**config.mk**
```make
export PLATFORM = sky130hd
export DESIGN_NAME = otp_auth_ctrl
export DESIGN_NICKNAME = d
export VERILOG_FILES = /design/src/rtl/otp_auth_pkg.sv /design/src/rtl/otp_auth_timer.sv /design/src/rtl/otp_auth_ctrl.sv
export SDC_FILE = /design/constraint.sdc
export NUM_CORES = 1
export LEC_CHECK = 0
export ABC_AREA = 1
export BUFFER_PORTS_ARGS = -buffer_cell sky130_fd_sc_hd__buf_4
export CORE_ASPECT_RATIO = 0.9
export CORE_MARGIN = 10
export CORE_UTILIZATION = 58
export DETAILED_ROUTE_END_ITERATION = 8
export PLACE_DENSITY = 0.79
export SLEW_MARGIN = 20
export SYNTH_ARGS = -nofsm -noshare
export SYNTH_HDL_FRONTEND = slang
export SYNTH_SLANG_ARGS = --single-unit
```
**constraint.sdc**
```tcl
create_clock -name clk -period 1.9 [get_ports clk]
set_clock_uncertainty 0.1 [all_clocks]
set_input_delay 0.19 -clock clk [delete_from_list [all_inputs] [get_ports clk]]
set_output_delay 0.19 -clock clk [all_outputs]
set_load 0.01 [all_outputs]
```
**src/rtl/otp_auth_pkg.sv**
```systemverilog
// Shared types and helpers for the OTP authentication controller.
package otp_auth_pkg;

  typedef enum logic [2:0] {
    ST_IDLE,
    ST_CAP_OTP,
    ST_ARMED,
    ST_CAP_USER,
    ST_LOCKED
  } otp_auth_state_e;

  localparam logic [6:0] SEG_BLANK = 7'h7F;

  // One counter serves both windows, so size it for the longer one.
  function automatic int unsigned cnt_width(input int unsigned exp_c, input int unsigned lock_c);
    int unsigned m;
    m = (exp_c > lock_c) ? exp_c : lock_c;
    return $clog2(m + 1);
  endfunction

endpackage

```
**src/rtl/otp_auth_timer.sv**
```systemverilog
// Up-counter with clear/enable; hit_o flags the cycle whose count equals term_i.
module otp_auth_timer
  import otp_auth_pkg::*;
#(
  parameter int unsigned W = 13
) (
  input  logic         clk_i,
  input  logic         rst_ni,
  input  logic         clr_i,
  input  logic         en_i,
  input  logic [W-1:0] term_i,
  output logic         hit_o
);

  logic [W-1:0] cnt_q, cnt_d;

  always_comb begin
    cnt_d = cnt_q;
    if (clr_i)     cnt_d = '0;
    else if (en_i) cnt_d = cnt_q + W'(1);
  end

  always_ff @(posedge clk_i or negedge rst_ni) begin
    if (!rst_ni) cnt_q <= '0;
    else         cnt_q <= cnt_d;
  end

  assign hit_o = (cnt_q == term_i);

endmodule

```
**src/rtl/otp_auth_ctrl.sv**
```systemverilog
// OTP entry check with attempt limit, expiry window and lockout.
// Define OTP_AUTH_ASSERT_EN to compile in the internal SVA checks.
module otp_auth_ctrl
  import otp_auth_pkg::*;
#(
  parameter int unsigned MAX_ATTEMPTS   = 3,
  parameter int unsigned EXPIRY_CYCLES  = 5000,
  parameter int unsigned LOCKOUT_CYCLES = 1000
) (
  input  logic                              clk,
  input  logic                              reset_n,
  input  logic                              otp_latch,
  input  logic                              user_latch,
  input  logic [6:0]                        lfsr_out,
  input  logic [6:0]                        user_out,
  output logic                              armed,
  output logic                              auth_pass,
  output logic                              auth_fail,
  output logic                              expired,
  output logic                              locked,
  output logic [$clog2(MAX_ATTEMPTS+1)-1:0] attempts_left
);

  localparam int unsigned AW = $clog2(MAX_ATTEMPTS + 1);
  localparam int unsigned CW = cnt_width(EXPIRY_CYCLES, LOCKOUT_CYCLES);

  otp_auth_state_e state_q, state_d;
  logic          ph_q, ph_d;
  logic [6:0]    otp_q, otp_d, usr_q, usr_d;
  logic          armed_q, armed_d, pass_q, pass_d, fail_q, fail_d;
  logic          exp_q, exp_d, locked_q, locked_d;
  logic [AW-1:0] att_q, att_d;
  logic          tmr_clr, tmr_en, tmr_hit, match;
  logic [CW-1:0] tmr_term;

  // Capture states take two cycles: phase 0 samples the bus, phase 1 decides.
  assign ph_d  = (state_q == ST_CAP_OTP || state_q == ST_CAP_USER) && !ph_q;
  assign match = (usr_q == otp_q) && (usr_q != SEG_BLANK);

  always_comb begin
    otp_d = otp_q;
    usr_d = usr_q;
    if (state_q == ST_CAP_OTP  && !ph_q) otp_d = lfsr_out;
    if (state_q == ST_CAP_USER && !ph_q) usr_d = user_out;
  end

  always_comb begin
    state_d = state_q;
    unique case (state_q)
      ST_IDLE:     if (otp_latch) state_d = ST_CAP_OTP;
      ST_CAP_OTP:  if (ph_q) state_d = (otp_q == SEG_BLANK) ? ST_IDLE : ST_ARMED;
      ST_ARMED: begin
        if (otp_latch)       state_d = ST_CAP_OTP;
        else if (tmr_hit)    state_d = ST_IDLE;
        else if (user_latch) state_d = ST_CAP_USER;
      end
      ST_CAP_USER: if (ph_q) state_d = match ? ST_IDLE :
                                       (att_q == AW'(1)) ? ST_LOCKED : ST_ARMED;
      ST_LOCKED:   if (tmr_hit) state_d = ST_IDLE;
      default:     state_d = ST_IDLE;
    endcase
  end

  always_comb begin
    armed_d  = (state_d == ST_ARMED) || (state_d == ST_CAP_USER);
    locked_d = (state_d == ST_LOCKED);
    pass_d   = (state_q == ST_CAP_USER) && ph_q && match;
    fail_d   = (state_q == ST_CAP_USER) && ph_q && !match;
    exp_d    = (state_q == ST_ARMED) && !otp_latch && tmr_hit;
    att_d    = att_q;
    if (state_q == ST_CAP_OTP && state_d == ST_ARMED) att_d = AW'(MAX_ATTEMPTS);
    else if (fail_d)                                   att_d = att_q - AW'(1);
    else if (!armed_d)                                 att_d = '0;
  end

  // Expiry and lockout never overlap, so one counter times both.
  assign tmr_clr  = (state_q == ST_CAP_OTP) || (state_d == ST_LOCKED && state_q != ST_LOCKED);
  assign tmr_en   = (state_q == ST_ARMED) || (state_q == ST_LOCKED);
  assign tmr_term = (state_q == ST_LOCKED) ? CW'(LOCKOUT_CYCLES - 1) : CW'(EXPIRY_CYCLES - 1);

  otp_auth_timer #(.W(CW)) u_timer (
    .clk_i  (clk),
    .rst_ni (reset_n),
    .clr_i  (tmr_clr),
    .en_i   (tmr_en),
    .term_i (tmr_term),
    .hit_o  (tmr_hit)
  );

  always_ff @(posedge clk or negedge reset_n) begin
    if (!reset_n) begin
      state_q  <= ST_IDLE;
      ph_q     <= 1'b0;
      otp_q    <= SEG_BLANK;
      usr_q    <= SEG_BLANK;
      armed_q  <= 1'b0;
      pass_q   <= 1'b0;
      fail_q   <= 1'b0;
      exp_q    <= 1'b0;
      locked_q <= 1'b0;
      att_q    <= '0;
    end else begin
      state_q  <= state_d;
      ph_q     <= ph_d;
      otp_q    <= otp_d;
      usr_q    <= usr_d;
      armed_q  <= armed_d;
      pass_q   <= pass_d;
      fail_q   <= fail_d;
      exp_q    <= exp_d;
      locked_q <= locked_d;
      att_q    <= att_d;
    end
  end

  assign armed         = armed_q;
  assign auth_pass     = pass_q;
  assign auth_fail     = fail_q;
  assign expired       = exp_q;
  assign locked        = locked_q;
  assign attempts_left = att_q;

`ifdef OTP_AUTH_ASSERT_EN
  a_known: assert property (@(posedge clk) disable iff (!reset_n)
    !$isunknown({armed, auth_pass, auth_fail, expired, locked, attempts_left}))
    else $error("otp_auth_ctrl: X on output at %0t", $time);
  a_excl: assert property (@(posedge clk) disable iff (!reset_n)
    $onehot0({auth_pass, auth_fail, expired}))
    else $error("otp_auth_ctrl: overlapping event pulses at %0t", $time);
  a_lock_arm: assert property (@(posedge clk) disable iff (!reset_n) locked |-> !armed)
    else $error("otp_auth_ctrl: armed while locked at %0t", $time);
  a_att: assert property (@(posedge clk) disable iff (!reset_n) attempts_left <= MAX_ATTEMPTS)
    else $error("otp_auth_ctrl: attempts_left above limit at %0t", $time);
  a_lock_len: assert property (@(posedge clk) disable iff (!reset_n)
    $rose(locked) |-> locked [*LOCKOUT_CYCLES] ##1 !locked)
    else $error("otp_auth_ctrl: lockout length wrong at %0t", $time);
`endif

endmodule

```
==> summary.md <==
• **status** complete, no violations
• **post-route worst setup slack** 0.160 ns
• **number of rows created at floorplan** 20
• **Post-CTS Setup Repair Bufs** 0
• **ys flop type** sky130_fd_sc_hd__dfrtp_1
• **endpoint of the worst hold path** otp_q[5]$_DFFE_PN1P_
• **arrival time reported for the critical path endpoint** 1.82 ns
• **Top-Level Pins** 25
• **power dissipated by switching net loads** 1.35 mW
• **tightest slew margin relative to the limit** 67.8%
• **WHS Path Cells** 3
• **number of global-route vias before repair** 1,700
• **maximum resistive drop on vdd** 0.000998 V
• **global router's overall resource usage** 14.3%
• **Crit Path Category** register to register
• **total nets after synthesis** 296
• **Hold Fails Final Rpt** 0
• **height of the die** 77.7 um
• **worst-margin pin slew** 0.482 ns
• **Req. time, crit path** 1.98 ns
• **post-synthesis compound-gate area fraction** 5.78%
• **drt wl/cell** 12.8 um
• **Synth warnings** 0
• **distinct cell type count after synthesis** 30
• **DIE AREA** 0.00653 mm^2
• **clock root buffer** sky130_fd_sc_hd__clkbuf_8
• **gate count of the mapped netlist** 276
• **flop2flop setup slack** 0.16 ns
• **horizontal die dimension** 84.1 um
• **static leakage** 1.25 nW
• **portion of the post-synthesis area used by sequential elements** 45.2%
• **Iteration-0 DRC Markers** 167
• **initial antenna violation count** 0
• **Hold WS** 0.00879 ns
• **TritonCTS clock tree** done
• **maximum number of pins on one net before global-route repair** 39
• **final instance count without filler cells** 352
• **Final period util** 91.6%
• **area fraction in and, or, nand and nor cells after synthesis** 35.5%
• **share of total power consumed by net switching** 42.0%
• **power share of the clock group** 16.5%
• **mean cell area of the mapped netlist** 7.76 um^2
• **combinational cell fraction of total power** 40.4%
• **startpoint of the lowest-slack hold path** lfsr_out[5]
• **netlist area before placement** 0.00214 mm^2
• **P&R area growth vs syn** 15.2%
• **Synth Area in XOR/XNOR** 3.27%
• **max-cap violation count** 0
• **initial standard-cell utilization of the core** 61.6%
• **Via Count** 1,801
• **Ant. Diodes** 0
• **critical path capture point type** register
• **maximum net fanout on the critical path** 5
• **flip-flop and latch count after synthesis** 38
• **number of buffers between clock root and the deepest sink** 2
• **Tmin final** 1.74 ns
• **Critical Path Start Type** register
• **Clock Latency Late Sink** 0.29 ns
• **endpoints failing setup** 0
• **Power, Total** 3.21 mW
• **Slew Viols, Final** 0
• **area of the core** 0.00348 mm^2
• **top achievable clock speed** 575 MHz
• **Hold Path Class** primary input to register
• **total clock buffers created by CTS** 5
• **Port Buffer Count** 24
• **number of enable-type register cells in the synthesized netlist** 0
• **accumulated negative setup slack** 0 ns
• **Post-Place Worst Slack** 0.153 ns
• **destination of the worst register-to-register timing path** attempts_left[1]$_DFFE_PN0P_
• **Vias/cell** 5.12
• **clock-pin slew reported for the worst setup and hold paths after clock tree synthesis** 0.07 ns
• **worst r2r src** u_timer.cnt_q[0]$_DFFE_PN0P_
• **post-route DRC violation count** 0
• **net count of the finished layout** 327
• **number of clock sinks** 38
• **dominant combinational cell family by area after synthesis** simple AND/OR/NAND/NOR gates
• **number of cells in the design after placement** 342
• **unrepaired setup endpoints after global routing** false
• **fraction of synthesis flops using an asynchronous set or reset pin** 100%
• **number of iterations in the first detailed-routing pass** 5
• **global route overflow** 0
• **mux contribution to synthesized area** 0.526%
• **total number of H-tree levels** 2
• **HPWL reported at the end of detailed placement** 3400 um
• **share of synthesized cell area in full adder, half adder and majority cells** 1.17%
• **global-route wire length before repair** 7880 um
• **part of the power in registers** 43.1%
• **depth of the worst register-to-register path** 8
• **Routability Congestion** 0.829
• **Total Wirelength** 4510 um
• **ratio of total power to cell area** 1300 mW/mm^2
• **layout cell share with drive strength beyond 1** 25.6%
• **residual antenna-violating net count after detailed routing** 0
• **cell-internal power** 1.86 mW
## worst max-delay path: stages, from the launching register on
cell                      delay, ns
sky130_fd_sc_hd__dfrtp_2       0.41
sky130_fd_sc_hd__ha_2          0.25
sky130_fd_sc_hd__nand3_1       0.10
sky130_fd_sc_hd__nor2_1        0.18
sky130_fd_sc_hd__nand3_2       0.15
sky130_fd_sc_hd__a21oi_2       0.17
sky130_fd_sc_hd__nand2_1       0.13
sky130_fd_sc_hd__nand3_1       0.09
sky130_fd_sc_hd__nand2_1       0.05
## synth_stat cells (3+ instances only)
cell | count | share of area (%)
sky130_fd_sc_hd__a21oi_1 | 9 | 2.1
sky130_fd_sc_hd__a21oi_2 | 3 | 1.2
sky130_fd_sc_hd__dfrtp_1 | 24 | 28
sky130_fd_sc_hd__dfstp_2 | 14 | 17
sky130_fd_sc_hd__inv_1 | 38 | 6.7
sky130_fd_sc_hd__inv_2 | 4 | 0.70
sky130_fd_sc_hd__nand2_1 | 76 | 13
sky130_fd_sc_hd__nand2_2 | 4 | 1.2
sky130_fd_sc_hd__nand3_1 | 13 | 3.0
sky130_fd_sc_hd__nand4_1 | 9 | 2.6
sky130_fd_sc_hd__nor2_1 | 33 | 5.8
sky130_fd_sc_hd__nor2_2 | 10 | 2.9
sky130_fd_sc_hd__nor2_4 | 3 | 1.6
sky130_fd_sc_hd__nor3_1 | 4 | 0.93
sky130_fd_sc_hd__o21ai_0 | 6 | 1.4
sky130_fd_sc_hd__xor2_1 | 6 | 2.5
## final cells by class
cell class	count	area, um^2
Timing Repair Buffer	27	208
Clock buffer	6	72.6
Multi-Input combinational cell	192	993
Tap cell	44	55.1
Sequential cell	38	970
Fill cell	278	1010
Inverter	43	161
Clock inverter	2	8.76
## sequential cells by signal, indices dropped and copies added, names as in the netlist, 2 cells and up
name           cells
u_timer.cnt_q     13
otp_q              7
attempts_left      2
state_q            3
usr_q              7
## power groups by stage
stage / Combinational, mW / Sequential [mW] / Clock (mW)
after floorplan: 0.985 / 1.35 / 0
after global placement: 1.25 / 1.38 / 0
after detailed placement: 1.29 / 1.39 / 0
after CTS: 1.30 / 1.38 / 0.539
after global routing: 1.49 / 1.42 / 0.577
final: 1.30 / 1.38 / 0.531
## cells by family after synthesis
logic type      Yosys count
simple gates            159
buf+inv                  46
flops                    38
compound gates           22
xor+xnor                  8
fa+ha+maj                 2
mux                       1
## cell usage in the layout, fill, tap and decap left out, types with 9 or more instances in the layout
cell type	count
sky130_fd_sc_hd__nand3_1	13
sky130_fd_sc_hd__nand4_1	9
sky130_fd_sc_hd__dfrtp_1	23
sky130_fd_sc_hd__buf_4	25
sky130_fd_sc_hd__dfstp_2	14
sky130_fd_sc_hd__inv_1	38
sky130_fd_sc_hd__a21oi_1	9
sky130_fd_sc_hd__nand2_1	76
sky130_fd_sc_hd__nor2_2	10
sky130_fd_sc_hd__nor2_1	33
## timing repair
action	4_1_cts	5_1_grt
gates resized for setup	0	2
hold buffers	2	0
endpoints found under the hold margin	25	0
endpoints found under the setup margin	0	2
## how the worst max path moves through the flow
stage,slack [ns],from,end
2_1_floorplan,0.38,u_timer.cnt_q[0]$_DFFE_PN0P_,attempts_left[0]$_DFFE_PN0P_
5_1_grt,0.02,usr_q[3]$_DFFE_PN1P_,u_timer.cnt_q[0]$_DFFE_PN0P_
3_5_place_dp,0.15,u_timer.cnt_q[0]$_DFFE_PN0P_,attempts_left[1]$_DFFE_PN0P_
3_3_place_gp,0.14,u_timer.cnt_q[0]$_DFFE_PN0P_,attempts_left[1]$_DFFE_PN0P_
6_report,0.16,u_timer.cnt_q[0]$_DFFE_PN0P_,attempts_left[1]$_DFFE_PN0P_
4_1_cts,0.08,u_timer.cnt_q[0]$_DFFE_PN0P_,attempts_left[1]$_DFFE_PN0P_
## per-layer routing
layer	GRT usage [%]	part of all wire, %
met1	20.4	51
met2	19.7	41
met3	4.59	6.7
met4	4.68	1.3
met5	0	0
## stage by stage
step	cell area [um^2]	utilization, %
finish	2470	71.0
global route	2470	71.0
CTS	2460	70.9
detailed placement	2360	67.9
global placement	2360	67.9
floorplan	2140	-
Power figures use the tool's default switching activity.
